===== src/rtl/pc_next_unit.sv =====
// Fetch PC stage: resolves branches/jumps from decode, holds PC across stalls.
// Optional architectural delay slot via `PC_DELAY_SLOT_EN.
module pc_next_unit #(
  parameter logic [31:0] RESET_PC = 32'h0000_3000
) (
  input  logic        clk,
  input  logic        rst,
  input  logic        stall,
  input  logic [31:0] ins,
  input  logic        ins_valid,
  input  logic        compare,
  input  logic        branch,
  input  logic [31:0] rs_data,
  output logic [31:0] pc,
  output logic [31:0] pc_d,
  output logic [31:0] link_addr,
  output logic        redirect,
  output logic        flush,
  output logic [0:0]  state
);

  localparam logic [0:0] RUN  = 1'b0;
  localparam logic [0:0] PEND = 1'b1;

  logic [5:0]  op;
  logic [4:0]  rt;
  logic [5:0]  funct;
  logic        is_cond;
  logic        is_jump;
  logic        is_jr;
  logic        taken;
  logic [31:0] seq_d;
  logic [31:0] br_target;
  logic [31:0] j_target;
  logic [31:0] target;
  logic [31:0] pend_target;

  assign op    = ins[31:26];
  assign rt    = ins[20:16];
  assign funct = ins[5:0];

  // REGIMM with rt outside {0,1} leaves the comparator stale, so it never counts as taken.
  assign is_cond = ins_valid &&
                   ((op == 6'b000100) || (op == 6'b000101) ||
                    (op == 6'b000110) || (op == 6'b000111) ||
                    ((op == 6'b000001) && (rt[4:1] == 4'b0000)));
  assign is_jump = ins_valid && ((op == 6'b000010) || (op == 6'b000011));
  assign is_jr   = ins_valid && (op == 6'b000000) &&
                   ((funct == 6'b001000) || (funct == 6'b001001));
  assign taken   = (is_cond && compare && branch) || is_jump || is_jr;

  assign seq_d     = pc_d + 32'd4;
  assign br_target = seq_d + {{14{ins[15]}}, ins[15:0], 2'b00};
  assign j_target  = {seq_d[31:28], ins[25:0], 2'b00};

  always_comb begin
    target = br_target;
    if (is_jr)        target = rs_data;
    else if (is_jump) target = j_target;
  end

  // In PEND the decision is already made; decode inputs are ignored.
  assign redirect = !rst && !stall && ((state == PEND) || taken);

`ifdef PC_DELAY_SLOT_EN
  assign flush     = 1'b0;
  assign link_addr = pc_d + 32'd8;
`else
  assign flush     = redirect;
  assign link_addr = pc_d + 32'd4;
`endif

  always_ff @(posedge clk) begin
    if (rst) begin
      pc          <= RESET_PC;
      pc_d        <= 32'd0;
      pend_target <= 32'd0;
      state       <= RUN;
    end else if (stall) begin
      if ((state == RUN) && taken) begin
        pend_target <= target;
        state       <= PEND;
      end
    end else begin
      pc_d <= pc;
      if (state == PEND) begin
        pc    <= pend_target;
        state <= RUN;
      end else if (taken) begin
        pc <= target;
      end else begin
        pc <= pc + 32'd4;
      end
    end
  end

endmodule


===== config.mk =====
export PLATFORM = sky130hd
export DESIGN_NAME = pc_next_unit
export DESIGN_NICKNAME = d
export VERILOG_FILES = /design/src/rtl/pc_next_unit.sv
export SDC_FILE = /design/constraint.sdc
export NUM_CORES = 1
export LEC_CHECK = 0
export ABC_AREA = 1
export BUFFER_PORTS_ARGS = -buffer_cell sky130_fd_sc_hd__buf_2
export CORE_UTILIZATION = 56
export CTS_CLUSTER_DIAMETER = 100
export DETAILED_ROUTE_END_ITERATION = 8
export GPL_ROUTABILITY_DRIVEN = 0
export PLACE_DENSITY = 0.81
export SLEW_MARGIN = 20
export SYNTH_ARGS = -nofsm -noshare
export SYNTH_HDL_FRONTEND = slang
export SYNTH_SLANG_ARGS = --single-unit

===== constraint.sdc =====
create_clock -name clk -period 4.2 [get_ports clk]
set_input_delay 0.42 -clock clk [delete_from_list [all_inputs] [get_ports clk]]
set_output_delay 0.42 -clock clk [all_outputs]
set_load 0.1 [all_outputs]

==> out/metrics.cfg, run 1 <==
[drt]
vias = 9515
vias_per_cell = 5.681
wirelength_um = 28050
avgRoutedWirePerCell_um = 16.75
first_pass_iters = 6
drt_iter0_markers = 1121
postRouteAntennaNets = 0
drcViolationCount = 0

[clock_network]
clockRootBuffer = clkbuf_16
cts_hold_buffers = 0
clk_latency_ns = 0.35
cts_sinks = 97
numCtsBuffers = 9
path_clk_slew_ns = 0.07
h-tree-depth = 3
cts_tree = built
ctsResizeCount = 0
clockBufferDepth = 2
postCtsSetupRepairBufs = 0

[logic_synthesis]
synth_top_cell_area_share = 0.2428
synth_area_mm2 = 0.007996
synth-main-ff-cell = dfxtp_1
ys_warn_count = 0
synthArstFlopShare = 0
syn_nets = 1458
syn_avg_cell_area_um2 = 5.915
synth_area_leaders = dfxtp_1, nand2_1, inv_1
synth_edf_count = 0
synth_cell_types = 41
yosysMostFrequentCell = nand2_1
synth_common_cells = nand2_1, inv_1, a21oi_1, nor2_1, o21ai_0
synth-seq-area-share = 0.2428
synth-seq-cells = 97
netlist_instances = 1352
synth_top_area_cell = dfxtp_1

[die]
dieWidth_um = 121.5
core-area_mm2 = 0.01388
start_util = 0.5761
io_pins = 169
rows = 43
die-area_mm2 = 0.01476
die_y_um = 121.5

[cells_and_area]
areaGrowthSynthToFinish_pct = 17.13
drive_above_1_share = 0.1632
stdcell_count = 1675
antenna_cells = 0
fin_nets = 1596

[placement]
post-place-cells = 1659
post-dp-hpwl_um = 21660
io_buffers = 168

[sta]
tns_ns = 0
hold_viol = 0
tightest_slew_ns = 1.054
fmax_mhz = 260.7
min_period_ns = 3.836
fin_skew_ns = 0.01098
finalSetupViolCount = 0
slew_viol_final = 0
timing.final.crit_share = 0.9134
rsz0062_at_grt = false
max_slew_margin = 0.2964

[setup_path]
crit_required_ns = 4.45
crit_type = reg -> reg
crit_path_end_kind = flip-flop
cp-start-kind = flip-flop
cp_max_fo = 5
cp.arrival_ns = 4.08

[power]
p_leak_uw = 0.004736
ir_worst_vdd_mv = 0.2209
powerDensity_mw_per_mm2 = 280.1

[grt]
grt_pass1_wl_um = 42990
grt_use_total = 0.3805
grt_max_degree = 51
antenna_found_initial = 0
grt_pass1_vias = 8338
grt-ovfl-total = 0

[status]
outcome = finished, final reports clean

[hold_path]
hold_class = in -> reg

[job]
drv_cap = 0

## layout make-up
cell class              count  area [um2]
clock buffers               9       225.2
flip-flops and latches     97        1976
fillers                  1328        4514
well taps                 180       225.2
clock inverters             7       47.55
repair buffers            177       908.4
inverters                 186       705.7
multi-input cells        1019        5279
## worst max-delay path: stages, from the launching register on
cell	delay [ns]
dfxtp_4	0.37
ha_1	0.18
inv_1	0.05
nor2_1	0.29
nand2_1	0.23
nor4_4	0.26
nand4_1	0.19
nor4_1	0.29
xor2_1	0.28
clkinvlp_4	0.17
ha_4	0.25
a21oi_1	0.19
nor2_1	0.06
nor2_1	0.09
nand2_1	0.06
a21oi_1	0.19
nand2_1	0.07
nand2_1	0.06
nand3_1	0.07
nand2_1	0.09
nand2_1	0.09
o21ai_1	0.13
inv_1	0.05
## registers in the layout (all words and copies together) (netlist names)
signal / flops
pc: 32
pc_d: 32
pend_target: 32
state: 1
## path summary, 6_finish.rpt
| kind | from | to | slack, ns | cells after the start |
|---|---|---|---|---|
| max | pc_d[2] | pend_target[29] | 0.36 | 22 |
| min | rs_data[7] | pend_target[7] | 0.35 | 3 |
| max reg2reg | pc_d[2] | pend_target[29] | 0.36 | 22 |
| min reg2reg | pend_target[0] | pend_target[0] | 0.47 | 2 |
## kinds of logic (layout without fill, tap and decap cells)
logic type	count (synthesis)	count (layout)	share of synthesized area
buffers and inverters	236	379	0.1158
AND/OR/NAND/NOR	647	647	0.3399
XOR/XNOR	56	56	0.06134
AO/OA/AOI/OAI	280	280	0.1829
adder cells (fa/ha/maj)	36	36	0.05727
flip-flops	97	97	0.2428
## routing by layer
metal  GRT usage  routed length [um]  vias up  part of all wire
met2      0.5973               12460      487              0.44
li1            -                   -     4648                 -
met4      0.1651                1070        0             0.038
met3     0.08553                2969       90              0.11
met5           0                   0        -                 0
met1      0.4974               11550     4290              0.41
## where the power goes
group	internal [uW]	switching, uW	total [uW]
combinational	188	658	846
sequential	952	48.9	1000
clock	401	375	776
## layout by cell type, fill, tap and decap left out, types with 3 or more instances in the layout
| cell type | n |
|---|---|
| nand2_1 | 388 |
| inv_1 | 179 |
| buf_2 | 168 |
| a21oi_1 | 119 |
| nor2_1 | 110 |
| o21ai_0 | 104 |
| dfxtp_1 | 78 |
| nand3_1 | 74 |
| xor2_1 | 41 |
| ha_1 | 34 |
| nor3_1 | 24 |
| o21ai_1 | 21 |
| nand4_1 | 18 |
| dfxtp_2 | 15 |
| o22ai_1 | 14 |
| xor2_2 | 11 |
| nor4_1 | 11 |
| a31oi_1 | 9 |
| clkbuf_16 | 9 |
| buf_4 | 9 |
| o21bai_1 | 6 |
| clkinvlp_4 | 4 |
| inv_2 | 4 |
| dfxtp_4 | 4 |
| o21a_1 | 3 |
| clkinv_2 | 3 |
## through the flow
step / hold WS [ns] / setup WS [ns] / area [um2] / utilization / total power (uW)
floorplan: 0.4304 / 0.04700 / 8177 / - / 1631
global placement: 0.4435 / 0.4620 / 9085 / 0.6545 / 1839
detailed placement: 0.4601 / 0.3536 / 9085 / 0.6545 / 1845
CTS: 0.3493 / 0.3187 / 9358 / 0.6741 / 2599
global route: 0.4018 / 0.03857 / 9366 / 0.6748 / 2718
finish: 0.3479 / 0.3639 / 9366 / 0.6748 / 2623
Power figures use the tool's default switching activity.
==> run 2, diff against run 1 <==
--- a/config.mk
+++ b/config.mk
@@ -7,11 +7,12 @@
 export LEC_CHECK = 0
 export ABC_AREA = 1
 export BUFFER_PORTS_ARGS = -buffer_cell sky130_fd_sc_hd__buf_2
-export CORE_UTILIZATION = 56
-export CTS_CLUSTER_DIAMETER = 100
+export CORE_UTILIZATION = 58
+export CTS_BUF_LIST = sky130_fd_sc_hd__clkbuf_8
+export CTS_CLUSTER_DIAMETER = 60
 export DETAILED_ROUTE_END_ITERATION = 8
 export GPL_ROUTABILITY_DRIVEN = 0
-export PLACE_DENSITY = 0.81
+export PLACE_DENSITY = 0.83
 export SLEW_MARGIN = 20
 export SYNTH_ARGS = -nofsm -noshare
 export SYNTH_HDL_FRONTEND = slang
==> out/metrics.cfg, run 2 (synthesis gave the netlist of run 1 again) <==
[clock_network]
h-tree-depth = 3
numCtsBuffers = 9
cts_tree = built
cts_hold_buffers = 0
path_clk_slew_ns = 0.11
clockBufferDepth = 2
clockRootBuffer = clkbuf_8
cts_sinks = 97
clk_latency_ns = 0.39

[drt]
vias_per_cell = 5.798
vias = 9689
drcViolationCount = 0
wirelength_um = 27740
drt_iter0_markers = 1258
postRouteAntennaNets = 0
first_pass_iters = 8
avgRoutedWirePerCell_um = 16.60

[cells_and_area]
mostFrequentLayoutCell = nand2_1
reg_top3 = pc (32), pc_d (32), pend_target (32)
areaGrowthSynthToFinish_pct = 16.23
ff_latch_area_mm2 = 0.001976
final_cell_mix = nand2_1, inv_1, buf_2
n_fill_cell = 1281
fin_nets = 1596
multiInputGateArea_mm2 = 0.005276
drive_above_1_share = 0.1639
antenna_cells = 0

[sta]
fmax_mhz = 259.5
setup_ws_ns = 0.3465
tightest_slew_ns = 1.079
timing.final.crit_share = 0.9175
hold_viol = 0
tns_ns = 0
finalSetupViolCount = 0
hold_ws_ns = 0.3521
max_slew_margin = 0.2799
slew_viol_final = 0
min_period_ns = 3.853
rsz0062_at_grt = false
fin_skew_ns = 0.01589

[grt]
grt-ovfl-total = 0
grt_use_total = 0.3905
grt_max_degree = 51
grt_pass1_wl_um = 43460
grt_pass1_vias = 8515
antenna_found_initial = 0

[die]
start_util = 0.5991
core-area_mm2 = 0.01335
io_pins = 169
dieWidth_um = 119.4
die-area_mm2 = 0.01426
die_y_um = 119.4
rows = 42

[placement]
post-dp-hpwl_um = 21520
place_ws_ns = 0.3202
io_buffers = 168

[power]
ir_worst_vdd_mv = 0.3202
p_leak_uw = 0.004691
powerDensity_mw_per_mm2 = 268.1
finalPower_uw = 2492

[setup_path]
rrSetupSlack_ns = 0.35
cp_max_fo = 5
critPathLaunch = pc_d[3]
r2r-start = pc_d[3]
rr_worst_depth = 18
cp-start-kind = flip-flop
crit_path_end_kind = flip-flop
crit_type = reg -> reg
crit_required_ns = 4.52
cp.arrival_ns = 4.17
r2r-end = pc[30]

[hold_path]
whs_endpoint = pend_target[7]
whs_path_depth = 3
hold_start = rs_data[7]
hold_class = in -> reg

[job]
drv_cap = 0

[status]
outcome = finished, final reports clean

## run 2: changes by cell type in the layout (fill, tap and decap cells not counted), moves of 2 or more
| cell | previous run | this run |
|---|---|---|
| nor4_2 | 1 | 3 |
| inv_6 | 0 | 3 |
| clkbuf_16 | 9 | 0 |
| clkbuf_8 | 0 | 9 |
| clkinv_2 | 3 | 0 |
## run 2: layout make-up
class | count | area share
Timing Repair Buffer | 177 | 0.09774
Inverter | 186 | 0.07593
Tap cell | 176 | 0.02369
Multi-Input combinational cell | 1019 | 0.5677
Clock buffer | 9 | 0.01333
Sequential cell | 97 | 0.2126
Clock inverter | 7 | 0.009020
## run 2: worst max path at each step
stage	cells after the start	end
3_3_place_gp	18	pc[30]
2_1_floorplan	18	pc[30]
5_1_grt	18	pc[30]
3_5_place_dp	18	pc[30]
4_1_cts	18	pc[30]
6_report	18	pc[30]
## run 2: critical path, stage by stage, from the launching register on
cell	delay, ns
dfxtp_4	0.38
ha_1	0.18
inv_1	0.05
nor2_1	0.27
nand2_1	0.20
nor4_2	0.34
nand4_1	0.22
nor4_2	0.21
xor2_1	0.26
clkinvlp_4	0.16
ha_4	0.31
nand2_1	0.10
nor4_1	0.39
nand3_1	0.15
nand3_1	0.11
nand3_1	0.11
nand2_1	0.12
nand3_1	0.07
a21oi_1	0.14
## run 2: repair_timing
item | 4_1_cts | 5_1_grt
endpoints found under the setup margin | 0 | 7
setup buffers | 0 | 0
resized for setup | 0 | 1
## run 2: metal layers
metal | vias up | GRT usage | wire [um]
li1 | 4666 | - | -
met1 | 4367 | 0.5185 | 11210
met2 | 568 | 0.6177 | 12390
met3 | 88 | 0.06657 | 2961
met4 | 0 | 0.1789 | 1182
met5 | - | 0 | 0
## run 2: power by group
part,switching (uW),internal [uW]
sequential,49.4,952
combinational,658,188
clock,358,287
## run 2: stage by stage
step,instances,utilization,area (um2)
floorplan,1352,-,8177
global placement,1655,0.6803,9080
detailed placement,1655,0.6803,9080
CTS,1671,0.6958,9288
global route,1671,0.6963,9294
finish,1671,0.6963,9294
==> run 3, diff against run 2 <==
--- a/config.mk
+++ b/config.mk
@@ -7,11 +7,13 @@
 export LEC_CHECK = 0
 export ABC_AREA = 1
 export BUFFER_PORTS_ARGS = -buffer_cell sky130_fd_sc_hd__buf_2
+export CORE_MARGIN = 10
 export CORE_UTILIZATION = 58
 export CTS_BUF_LIST = sky130_fd_sc_hd__clkbuf_8
 export CTS_CLUSTER_DIAMETER = 60
 export DETAILED_ROUTE_END_ITERATION = 8
 export GPL_ROUTABILITY_DRIVEN = 0
+export MAX_ROUTING_LAYER = met4
 export PLACE_DENSITY = 0.83
 export SLEW_MARGIN = 20
 export SYNTH_ARGS = -nofsm -noshare
==> out/metrics.cfg, run 3 (synthesis gave the netlist of run 1 again) <==
[power]
powerDensity_mw_per_mm2 = 289.2
p_leak_uw = 0.004745
ir_worst_vdd_mv = 0.2520
finalPower_uw = 2713

[sta]
tightest_slew_ns = 0.8809
fmax_mhz = 256.8
max_slew_margin = 0.4127
min_period_ns = 3.894
slew_viol_final = 0
hold_ws_ns = 0.3063
hold_viol = 0
setup_ws_ns = 0.3060
fin_skew_ns = 0.01889
finalSetupViolCount = 0
timing.final.crit_share = 0.9271

[placement]
place_area_mm2 = 0.009080
post-dp-hpwl_um = 23060
place_ws_ns = 0.3620
io_buffers = 168

[cells_and_area]
mostFrequentLayoutCell = nand2_1
post-route-util = 0.7027
areaGrowthSynthToFinish_pct = 17.29
final_cell_mix = nand2_1, inv_1, buf_2
design_area_mm2 = 0.009379
antenna_cells = 0
fin_nets = 1596
drive_above_1_share = 0.1632
n_fill_cell = 1228
reg_top3 = pc (32), pc_d (32), pend_target (32)

[grt]
grt-ovfl-total = 0
grt_use_total = 0.3122
grt_pass1_wl_um = 45330
antenna_found_initial = 0
grt_max_degree = 51
grt_pass1_vias = 8678

[setup_path]
cp.arrival_ns = 4.21
r2r-end = pc[30]
cpMaxStageDelayCell = nor4_1
cp-start-kind = flip-flop
max_stage_delay_ns = 0.40
critPathLaunch = pc_d[2]
path_buf_inv = 2
crit_path_end_kind = flip-flop
cp_max_fo = 5
crit_type = reg -> reg
rrSetupSlack_ns = 0.31
crit_required_ns = 4.52
rr_worst_depth = 18
crit_cells = 18
crit_top_cell = nand3_1
path_cells = ha_1, inv_1, nor2_1, nand2_1, nor4_4, nand4_1, nor4_1, xor2_1, clkinvlp_4, ha_4, nand2_1, nor4_1, nand3_1, nand3_1, nand3_1, nand2_1, nand3_1, a21oi_1
r2r-start = pc_d[2]
cp_top_family = simple AND/OR/NAND/NOR gates
cp-endpoint = pc[30]

[die]
start_util = 0.5991
core-area_mm2 = 0.01335
io_pins = 169
rows = 42
dieWidth_um = 137.4
die-area_mm2 = 0.01888
die_y_um = 137.4

[clock_network]
cts_sinks = 97
clk_latency_ns = 0.39
numCtsBuffers = 9
postCtsSetupRepairBufs = 0
clockRootBuffer = clkbuf_8
clockBufferDepth = 2
path_clk_slew_ns = 0.11
ctsResizeCount = 0
cts_tree = built
cts_hold_buffers = 0
h-tree-depth = 3

[drt]
first_pass_iters = 7
vias = 9649
postRouteAntennaNets = 0
wirelength_um = 29660
vias_per_cell = 5.774
avgRoutedWirePerCell_um = 17.75
drt_iter0_markers = 1107
drcViolationCount = 0

[status]
outcome = finished, final reports clean

[job]
drv_cap = 0

[hold_path]
hold_class = in -> reg

-- run 3: cell types whose count changed in the layout (fill, tap and decap cells not counted), sizes merged --
cell / change
bufinv: +4
inv: -4
-- run 3: layout make-up --
type	count	area (um2)	area share
repair buffers	177	908.4	0.09685
clock inverters	7	166.4	0.01774
inverters	186	705.7	0.07524
clock buffers	9	123.9	0.01321
multi-input cells	1019	5279	0.5628
flip-flops and latches	97	1976	0.2106
well taps	176	220.2	0.02348
-- run 3: worst register-to-register path, cell delays in order, from the launching register on --
cell and delay [ns]:
dfxtp_4 0.38, ha_1 0.18, inv_1 0.05, nor2_1 0.26, nand2_1 0.20, nor4_4 0.28, nand4_1 0.21, nor4_1 0.28
xor2_1 0.29, clkinvlp_4 0.17, ha_4 0.31, nand2_1 0.10, nor4_1 0.40, nand3_1 0.16, nand3_1 0.11, nand3_1 0.11
nand2_1 0.11, nand3_1 0.08, a21oi_1 0.15
-- run 3: worst min path at each step --
stage / depth (start not counted) / from / slack, ns / endpoint
2_1_floorplan: 2 / pend_target[4] / 0.43 / pend_target[4]
5_1_grt: 3 / rs_data[7] / 0.31 / pend_target[7]
3_3_place_gp: 2 / pend_target[4] / 0.44 / pend_target[4]
6_report: 3 / rs_data[7] / 0.31 / pend_target[7]
3_5_place_dp: 2 / pend_target[2] / 0.45 / pend_target[2]
4_1_cts: 3 / rs_data[7] / 0.30 / pend_target[7]
-- run 3: routing by layer --
metal  part of all wire  vias to the layer above  GRT usage  wire, um
met5                  0                        -          -         0
met4              0.037                        0     0.1224      1112
met3               0.11                       86    0.06191      3197
met2               0.46                      561     0.4912     13560
met1               0.40                     4350     0.3860     11790
li1                   -                     4652          -         -
-- run 3: metrics by stage --
| stage | instances | TNS, ns |
|---|---|---|
| final | 1671 | 0 |
| after global routing | 1671 | -0.01915 |
| after CTS | 1671 | 0 |
| after detailed placement | 1655 | 0 |
| after global placement | 1655 | 0 |
| after floorplan | 1352 | 0 |
-- run 3: power breakdown --
| part | internal, uW | switching (uW) |
|---|---|---|
| clock network | 516 | 347 |
| registers | 952 | 50.9 |
| logic | 185 | 661 |
